`src/rtl/if_id_buffer_pkg.sv`:
```
// Shared types and constants for the IF/ID decoupling buffer.
//   WORD        : PC width
//   INSTR_LEN   : instruction word width
//   IFID_DEPTH  : buffer entries (fixed at 2)
//   IFID_CNT_W  : default stall-cycle counter width
//   ifid_entry_t: one buffered {pc, instr} pair
package if_id_buffer_pkg;
  localparam int WORD       = 32;
  localparam int INSTR_LEN  = 32;
  localparam int IFID_DEPTH = 2;
  localparam int IFID_CNT_W = 32;

  typedef struct packed {
    logic [WORD-1:0]      pc;
    logic [INSTR_LEN-1:0] instr;
  } ifid_entry_t;
endpackage

```
`src/rtl/if_id_buffer_entry_reg.sv`:
```
// ifid_entry_reg: one {pc, instr} storage slot of the IF/ID buffer.
//   clk   : pipeline clock
//   reset : async active-high reset, clears the slot
//   we_i  : load d_i on the next rising edge
//   d_i   : entry to store
//   q_o   : stored entry
module ifid_entry_reg
  import if_id_buffer_pkg::*;
(
  input  logic        clk,
  input  logic        reset,
  input  logic        we_i,
  input  ifid_entry_t d_i,
  output ifid_entry_t q_o
);
  ifid_entry_t ent_q;

  always_ff @(posedge clk or posedge reset) begin
    if (reset)     ent_q <= '0;
    else if (we_i) ent_q <= d_i;
  end

  assign q_o = ent_q;
endmodule

```
`src/rtl/if_id_buffer.sv`:
```
// if_id_buffer: 2-entry FIFO between fetch and decode with valid/ready on
// both sides, flush on taken branch and a saturating stall-cycle counter.
//   clk, reset                         : clock, async active-high reset
//   fetch_valid/fetch_pc/fetch_instr   : fetch-side request
//   fetch_ready                        : buffer can accept a push
//   flush                              : drop all entries and same-cycle push
//   dec_valid/dec_pc/dec_instr         : head entry toward decode (0 when empty)
//   dec_ready                          : decode consumes the head entry
//   stall_cycles                       : cycles fetch was held off (saturating)
module if_id_buffer
  import if_id_buffer_pkg::*;
#(
  parameter int DEPTH = IFID_DEPTH,
  parameter int CNT_W = IFID_CNT_W
) (
  input  logic                 clk,
  input  logic                 reset,
  input  logic                 fetch_valid,
  input  logic [WORD-1:0]      fetch_pc,
  input  logic [INSTR_LEN-1:0] fetch_instr,
  output logic                 fetch_ready,
  input  logic                 flush,
  output logic                 dec_valid,
  output logic [WORD-1:0]      dec_pc,
  output logic [INSTR_LEN-1:0] dec_instr,
  input  logic                 dec_ready,
  output logic [CNT_W-1:0]     stall_cycles
);
  if (DEPTH != 2) begin : g_depth_chk
    $error("if_id_buffer supports DEPTH == 2 only");
  end

  logic [1:0]       count_q, count_d;
  logic             rd_ptr_q, rd_ptr_d;
  logic             wr_ptr_q, wr_ptr_d;
  logic [CNT_W-1:0] stall_q, stall_d;
  logic             push, pop;
  ifid_entry_t      wdata, head;
  ifid_entry_t      entry_q [2];

  // Ready comes from registered count only: no dec_ready -> fetch_ready path.
  assign fetch_ready = (count_q != 2'd2) & ~reset;
  assign dec_valid   = (count_q != 2'd0);
  assign push        = fetch_valid & fetch_ready & ~flush;
  assign pop         = dec_valid & dec_ready & ~flush;
  assign wdata       = '{pc: fetch_pc, instr: fetch_instr};

  for (genvar g = 0; g < 2; g++) begin : g_entry
    ifid_entry_reg u_entry (
      .clk   (clk),
      .reset (reset),
      .we_i  (push & (wr_ptr_q == 1'(g))),
      .d_i   (wdata),
      .q_o   (entry_q[g])
    );
  end

  // Empty buffer presents zeros so stale slots never leak to decode.
  assign head      = entry_q[rd_ptr_q];
  assign dec_pc    = dec_valid ? head.pc    : '0;
  assign dec_instr = dec_valid ? head.instr : '0;

  always_comb begin
    count_d  = count_q;
    rd_ptr_d = rd_ptr_q;
    wr_ptr_d = wr_ptr_q;
    if (flush) begin
      count_d  = 2'd0;
      rd_ptr_d = 1'b0;
      wr_ptr_d = 1'b0;
    end else begin
      if (push) wr_ptr_d = ~wr_ptr_q;
      if (pop)  rd_ptr_d = ~rd_ptr_q;
      case ({push, pop})
        2'b10:   count_d = count_q + 2'd1;
        2'b01:   count_d = count_q - 2'd1;
        default: count_d = count_q;
      endcase
    end
  end

  always_comb begin
    stall_d = stall_q;
    if (fetch_valid & ~fetch_ready & ~flush & (stall_q != '1))
      stall_d = stall_q + CNT_W'(1);
  end

  always_ff @(posedge clk or posedge reset) begin
    if (reset) begin
      count_q  <= 2'd0;
      rd_ptr_q <= 1'b0;
      wr_ptr_q <= 1'b0;
      stall_q  <= '0;
    end else begin
      count_q  <= count_d;
      rd_ptr_q <= rd_ptr_d;
      wr_ptr_q <= wr_ptr_d;
      stall_q  <= stall_d;
    end
  end

  assign stall_cycles = stall_q;
endmodule

```
`config.mk`:
```
export PLATFORM = sky130hd
export DESIGN_NAME = if_id_buffer
export DESIGN_NICKNAME = d
export VERILOG_FILES = /design/src/rtl/if_id_buffer_pkg.sv /design/src/rtl/if_id_buffer_entry_reg.sv /design/src/rtl/if_id_buffer.sv
export SDC_FILE = /design/constraint.sdc
export NUM_CORES = 1
export LEC_CHECK = 0
export ABC_AREA = 1
export CAP_MARGIN = 20
export CELL_PAD_IN_SITES_DETAIL_PLACEMENT = 1
export CELL_PAD_IN_SITES_GLOBAL_PLACEMENT = 1
export CORE_MARGIN = 10
export CORE_UTILIZATION = 30
export DETAILED_ROUTE_END_ITERATION = 10
export DONT_BUFFER_PORTS = 1
export GPL_TIMING_DRIVEN = 0
export PLACE_DENSITY_LB_ADDON = 0.05
export SLEW_MARGIN = 30
export SYNTH_ARGS = -nofsm -noshare
export SYNTH_HDL_FRONTEND = slang
export SYNTH_SLANG_ARGS = --single-unit
```
`constraint.sdc`:
```
create_clock -name clk -period 15.7 [get_ports clk]
set_clock_uncertainty 0.2 [all_clocks]
set_input_delay 3.14 -clock clk [delete_from_list [all_inputs] [get_ports clk]]
set_output_delay 3.14 -clock clk [all_outputs]
set_load 0.05 [all_outputs]
```
==> Yosys cells after proc, flatten, opt, wreduce, memory -nomap -nowiden <==
Cells that the tools add are included.
{ "totals": {"regBits": 164, "in_bits": 69, "out_inout_bits": 98, "word_cells": 47} }
{ "classes": {"n_addsub": 3, "magnitude_cmp": 1, "n_eq_ne": 4, "n_mux": 11, "n_bitwise": 16, "n_reduce_logical": 4} }
{ "ops": {"columns": ["op", "n"], "rows": [
  ["$mux W64", 3],
  ["$mux W32", 2],
  ["$add A32 B1 Y32 const B", 1],
  ["$ne A32 B32 Y1 const B", 1],
  ["$and A1 B1 Y1", 10],
  ["$reduce_bool A2 Y1", 3],
  ["$not A1 Y1", 5],
  ["$mux W1", 4],
  ["$pmux W2 S2", 1],
  ["$reduce_bool A3 Y1", 1],
  ["$add A2 B1 Y2 const B", 1],
  ["$eq A2 B1 Y1 const B", 1],
  ["$eq A2 B2 Y1 const B", 1],
  ["$ge A2 B2 Y1 const B", 1],
  ["$mux W2", 1],
  ["$ne A2 B2 Y1 const B", 1],
  ["$not A1 Y2", 1],
  ["$sub A2 B1 Y2 const B", 1]
]} }

==> Logic depth before layout (Yosys ltp) <==
Gate-level depths: netlist (run 1).
{ "depth": {"ltp_word": 7, "mapped_depth": 12, "ltp_nobuf": 10} }

==> By module <==
Synthesis (run 1) repeated with hierarchy kept, for this count alone.
{ "unflattened": {"cells_unflattened": 1142, "hier_area_um2": 8187.9} }
{ "modules_own_cells": {"columns": ["module", "n_inst", "cells_per_inst", "area_per_inst_um2", "seq_area_each_um2"], "rows": [
  ["ifid_entry_reg", 2, 271, 2449.8, 1601.5],
  ["if_id_buffer", 1, 600, 3288.2, 900.9]
]} }

==> Least setup slack after synthesis (run 1) <==
No wires, ideal clock.
{ "synth_timing": {"kind": "input to output", "from": "in reset", "to": "out fetch_ready", "t_arrival_ns": 3.446, "required_time_ns": 12.360, "slack_ns": 8.914, "stages": 1, "n_path_buf": 0, "path_cell_list": "nor2_4"} }
{ "synth_via": {"elab_chain_cells": 2} }
{ "synth_lines": {"columns": ["element", "line_no", "text"], "rows": [
  ["from (decl)", "if_id_buffer.sv:17", "input logic reset,"],
  ["$not A1 Y1", "if_id_buffer.sv:42", "assign fetch_ready = (count_q != 2'd2) & ~reset;"],
  ["$and A1 B1 Y1", "if_id_buffer.sv:42", null],
  ["to (decl)", "if_id_buffer.sv:21", "output logic fetch_ready,"]
]} }
No other way between the ends.

==> Worst setup path in the final report (run 1) <==
Ends and elaborated chain as after synthesis.

==> impl_metrics.yaml, run 1 <==
outcome:
  status: "complete, no violations"
route:
  drtAntennaViolNets: 0
  first_iter_violations: 372
  wl_um: 27300
  dr.pass1.iters: 4
  vias: 6871
  wl_per_cell_um: 18.9
  route.detailed.drc: 0
  vias_per_cell: 4.76
yosys:
  synth_common_cells: "nand2_1, dfrtp_1, o21ai_0"
  synthTopCellsByArea: "dfrtp_1, nand2_1, o21ai_0, inv_1, a21oi_1"
  synth_largest_area_cell: "dfrtp_1"
  synthArstFlopShare: 1.00
  synth-edff-count: 0
  yosys_warnings: 0
  yosysUniqueCellTypes: 22
  synth_area_um2: 7960
  syn_inst: 1074
  synth_top_flop_cell: "dfrtp_1"
  netlist.area_leader.share: 0.515
  syn_nets: 1144
  yosysMostFrequentCell: "nand2_1"
  ys_seq_area_frac: 0.515
  ys_seq_elements: 164
  avgSynthCellArea_um2: 7.41
clock_network:
  postCtsHoldBufs: 0
  cts_buffer_depth: 2
  cts_tree: "done"
  cts_resized: 0
  post_cts.repair.setup_buffers: 0
  cts_sinks: 164
  h-tree-depth: 4
  cts-buffers-inserted: 17
  worstSkewPairLatency_ns: 0.43
  cts-root-buf: "clkbuf_16"
  cts.reportedPaths.clkPinSlew_ns: 0.07
pwr:
  leakagePower_nw: 4.32
  clkPwrFrac: 0.239
  power_density_nw_per_um2: 196
  p_int_mw: 0.965
  swShare: 0.468
  power_frac_comb: 0.387
  seq_power_share: 0.374
  fin_total_pwr_mw: 1.81
  p_sw_mw: 0.849
  ir_drop_mv: 0.0814
min_path:
  holdCritStartpoint: "g_entry[0].u_entry.q_o[8]"
  hold_class: "reg2reg"
grt:
  grt_pass1_wl_um: 43000
  grt_pass1_vias: 7296
  grt_start_max_net_pins: 84
  overflow: 0
  track_usage: 0.164
  antenna_found_initial: 1
die:
  die-width_um: 183
  dieArea_um2: 33500
  dieHeight_um: 183
  num_io_pins: 167
  initial_core_util: 0.306
  core.rowCount: 59
  core-area_um2: 26100
placement:
  io_buffers: 0
  place_inst: 1411
  dp_hpwl_um: 19800
  gp_congestion: 0.758
worst_setup_path:
  r2r-start: "stall_cycles[1]"
  critPathMaxStageDelay_ns: 0.36
  worst_path_dominant_cell_family: "simple AND/OR/NAND/NOR gates"
  end_kind: "output port"
  cp_max_fo: 4
  cp_cell_sequence: "nor2_4"
  crit_start: "reset"
  path_buf_inv: 0
  setup.worst_path.class: "in2out"
  startpoint_type: "primary input"
  cp.required_ns: 12.36
  cpMaxStageDelayCell: "nor2_4"
  arrival_ns: 3.51
job:
  cap_violations: 0
sta:
  drv_slew: 0
  setup_viol: 0
  fmax_mhz: 146
  final.min_clock_period_ns: 6.85
  slew_headroom: 0.456
  hold_viol: 0
  worst_pin_slew_ns: 0.816
  finalCritPeriodShare: 0.436
  setup_tns_ns: 0
  rsz0062_at_grt: "no"
layout:
  multi_input_area_um2: 3500
  syn2layout_area_growth_pct: 16.5
  utilization: 0.356
  finalNonFillerCells: 1443
  seqCellArea_um2: 4100
  fillers: 3185
  antenna_cells: 0
  drive_gt1_frac: 0.119
  fin_nets: 1165
[logic make-up after synthesis]
| logic type | after synthesis | synth area share |
|---|---|---|
| AND/OR/NAND/NOR | 544 | 0.266 |
| buffers and inverters | 150 | 0.0754 |
| XOR/XNOR | 13 | 0.0143 |
| flip-flops | 164 | 0.515 |
| AO/OA/AOI/OAI | 202 | 0.127 |
| adder cells (fa/ha/maj) | 1 | 0.00157 |
[routing by layer]
layer,routed length [um],up-vias,global-route usage
li1,-,3377,-
met1,12700,3356,0.215
met2,12300,120,0.254
met3,2080,16,0.0600
met4,216,2,0.0368
met5,15,-,0
[stage by stage]
stage | area [um2] | hold slack (ns) | worst slack [ns]
after floorplan | 7960 | 0.253 | 7.93
after global placement | 8380 | 0.266 | 5.35
after detailed placement | 8680 | 0.273 | 8.85
after CTS | 9280 | 0.290 | 8.85
after global routing | 9280 | 0.309 | 8.82
final | 9280 | 0.283 | 8.85
[registers in the layout, summed over array words and instances, names as in the netlist]
name	cells
count_q	2
rd_ptr_q	1
wr_ptr_q	1
g_entry.u_entry.q_o	128
stall_cycles	32
[cell usage in the layout (no fill, tap or decap), drive strengths merged]
master      n
nand2     464
dfrtp     164
o21ai     137
inv       103
a21oi      65
nor2       58
clkbuf     48
buf        26
nand3      18
xor2        8
xnor2       5
clkinv      4
nand3b      3
bufinv      2
nor3        1
ha          1
clkinvlp    1
[final cells by class]
| type | instances | share of cell area |
|---|---|---|
| well taps | 335 | 0.0452 |
| clock inverters | 14 | 0.0177 |
| multi-input cells | 760 | 0.377 |
| plain buffers | 54 | 0.0259 |
| clock buffers | 18 | 0.0463 |
| flip-flops and latches | 164 | 0.442 |
| repair buffers | 2 | 0.00593 |
| inverters | 96 | 0.0397 |
[worst paths after layout]
path,end,slack [ns],cells past startpoint
worst max-delay path,fetch_ready,8.85,1
worst min-delay path,g_entry[0].u_entry.q_o[8],0.28,2
worst max register to register,stall_cycles[17],13.00,11
worst min register to register,g_entry[0].u_entry.q_o[8],0.28,2
max in group asynchronous,g_entry[0].u_entry.q_o[58],11.97,3
min in group asynchronous,stall_cycles[27],2.32,1
[power groups by stage]
stage / Sequential (mW) / Combinational, mW / Clock, mW
after floorplan: 0.666 / 0.547 / 0
after CTS: 0.679 / 0.720 / 0.449
after global routing: 0.701 / 0.777 / 0.466
final: 0.679 / 0.702 / 0.434
after global placement: 0.683 / 0.658 / 0
after detailed placement: 0.686 / 0.718 / 0
Note: power is estimated with default switching activity, not from simulation.
==> run 2: changes to the inputs <==
--- a/config.mk
+++ b/config.mk
@@ -5,7 +5,7 @@
 export SDC_FILE = /design/constraint.sdc
 export NUM_CORES = 1
 export LEC_CHECK = 0
-export ABC_AREA = 1
+export ABC_AREA = 0
 export CAP_MARGIN = 20
 export CELL_PAD_IN_SITES_DETAIL_PLACEMENT = 1
 export CELL_PAD_IN_SITES_GLOBAL_PLACEMENT = 1
==> constraint.sdc (replaced) <==
create_clock -name clk -period 7.1 [get_ports clk]
set_clock_uncertainty 0.2 [all_clocks]
set_input_delay 1.42 -clock clk [delete_from_list [all_inputs] [get_ports clk]]
set_output_delay 1.42 -clock clk [all_outputs]
set_load 0.05 [all_outputs]
==> impl_metrics.yaml, run 2 <==
yosys:
  ys_seq_elements: 164
  yosysMostFrequentCell: "dfrtp_1"
  synth_largest_area_cell: "dfrtp_1"
  synth-edff-count: 0
  avgSynthCellArea_um2: 13.0
  syn_nets: 641
  synth_top_family_by_area: "multiplexers"
  yosysUniqueCellTypes: 36
  synthArstFlopShare: 1.00
  synth_compound_area_frac: 0.0123
  syn_inst: 571
  synth_xor_area_frac: 0.0390
  synth_simple_gate_area_frac: 0.0935
  netlist.area_leader.share: 0.554
  synthAdderAreaFrac: 0.00169
  synth_common_cells: "dfrtp_1, mux2_2, nor2_1"
  synth_area_um2: 7410
  synthTopCellsByArea: "dfrtp_1, mux2_2, mux2i_1, nor2_1, xnor2_1"
  yosys_warnings: 0
  ys_seq_area_frac: 0.554
  synthMuxAreaShare: 0.282
  synth_top_flop_cell: "dfrtp_1"
route:
  wl_um: 19500
  vias: 4510
  first_iter_violations: 219
  wl_per_cell_um: 21.0
  vias_per_cell: 4.87
  drtAntennaViolNets: 0
  dr.pass1.iters: 4
  route.detailed.drc: 0
clock_network:
  post_cts.repair.setup_buffers: 0
  h-tree-depth: 4
  cts_resized: 0
  cts-root-buf: "clkbuf_16"
  worstSkewPairLatency_ns: 0.43
  postCtsHoldBufs: 0
  cts_tree: "done"
  cts.reportedPaths.clkPinSlew_ns: 0.06
  cts_buffer_depth: 2
  cts-buffers-inserted: 17
  cts_sinks: 164
sta:
  fmax_mhz: 232
  worst_pin_slew_ns: 1.02
  slew_headroom: 0.317
  final.min_clock_period_ns: 4.32
  drv_slew: 0
  rsz0062_at_grt: "no"
  setup_viol: 0
  finalCritPeriodShare: 0.608
  hold_viol: 0
worst_setup_path:
  cp_max_fo: 10
  cp.required_ns: 5.48
  end_kind: "output port"
  arrival_ns: 2.70
  startpoint_type: "flip-flop"
  setup.worst_path.class: "reg2out"
layout:
  antenna_cells: 0
  fillers: 2608
  final_common_cell: "dfrtp_1"
  drive_gt1_frac: 0.299
  fin_nets: 661
  largest_reg_flops: 128
  utilization: 0.348
  seqCellArea_um2: 4100
  final_cell_mix: "dfrtp_1, mux2_2, nor2_1"
  multi_input_area_um2: 3200
  syn2layout_area_growth_pct: 14.1
placement:
  dp_hpwl_um: 14100
  io_buffers: 0
  gp_congestion: 0.734
grt:
  overflow: 0
  grt_start_max_net_pins: 89
  grt_pass1_wl_um: 30000
  antenna_found_initial: 0
  track_usage: 0.125
  grt_pass1_vias: 4902
die:
  core.rowCount: 57
  num_io_pins: 167
  die-width_um: 177
  dieArea_um2: 31400
  core-area_um2: 24300
  dieHeight_um: 177
  initial_core_util: 0.305
pwr:
  clkPwrFrac: 0.340
  p_sw_mw: 0.830
  ir_drop_mv: 0.159
  power_density_nw_per_um2: 321
  p_int_mw: 1.89
  leakagePower_nw: 3.52
  fin_total_pwr_mw: 2.72
  seq_power_share: 0.479
  power_frac_comb: 0.180
  swShare: 0.305
outcome:
  status: "complete, no violations"
job:
  cap_violations: 0
min_path:
  hold_class: "reg2reg"
## run 2: cell count changes after synthesis, sizes merged, moves of 8 or more
| cell | change |
|---|---|
| xnor2 | +20 |
| clkbuf | -27 |
| mux2i | +64 |
| and3 | +8 |
| inv | -93 |
| a21oi | -63 |
| nand2 | -451 |
| mux2 | +129 |
| o21ai | -136 |
| nand4 | +13 |
| nor2 | +17 |
## run 2: path summary, 6_finish.rpt
path,startpoint,end,slack [ns],cells after the start
max reg2reg,count_q[1],g_entry[0].u_entry.q_o[29],4.08,6
min,g_entry[0].u_entry.q_o[46],g_entry[0].u_entry.q_o[46],0.29,1
max in group asynchronous,reset,g_entry[1].u_entry.q_o[57],5.15,2
min reg2reg,g_entry[0].u_entry.q_o[46],g_entry[0].u_entry.q_o[46],0.29,1
max,rd_ptr_q,dec_instr[27],2.78,4
min in group asynchronous,reset,stall_cycles[14],0.71,1
## run 2: power by group through the flow
stage	combinational [mW]	sequential (mW)	clock (mW)
final	0.489	1.30	0.925
after global routing	0.538	1.33	1.01
after CTS	0.504	1.30	0.969
after detailed placement	0.503	1.32	0
after global placement	0.484	1.31	0
after floorplan	0.429	1.29	0
## run 2: worst max-delay path, stage by stage, from the launching register on
cell     delay [ns]
dfrtp_1        0.35
buf_2          0.30
buf_1          0.66
mux2i_1        0.17
nor2_1         0.80
## run 2: layout make-up
class,count,share of cell area
buffer,27,0.0139
clock buffer,18,0.0519
clock inverter,12,0.0175
inverter,3,0.00222
multi-input combinational,377,0.378
sequential,164,0.485
tap,324,0.0479
timing repair buffer,1,0.00326
## run 2: logic make-up after synthesis
group | Yosys count
AOI/OAI and AO/OA | 12
buffers and inverters | 30
and+or+nand+nor | 138
xor gates and xnor gates | 33
muxes | 193
adders and majority gates | 1
DFF | 164
## run 2: layer usage
layer | GRT usage | wire, um
met1 | 0.135 | 7430
met2 | 0.207 | 9700
met3 | 0.0617 | 2020
met4 | 0.0455 | 337
met5 | 0 | 0
## run 2: through the flow
stage	area (um2)	setup slack [ns]	cells	TNS, ns	hold WS, ns
5_1_grt	8460	2.58	926	0	0.310
6_report	8460	2.78	926	0	0.286
4_1_cts	8450	2.65	926	0	0.290
3_3_place_gp	7820	-0.949	895	-154.13	0.268
3_5_place_dp	7860	3.11	896	0	0.276
2_1_floorplan	7410	1.03	571	0	0.257
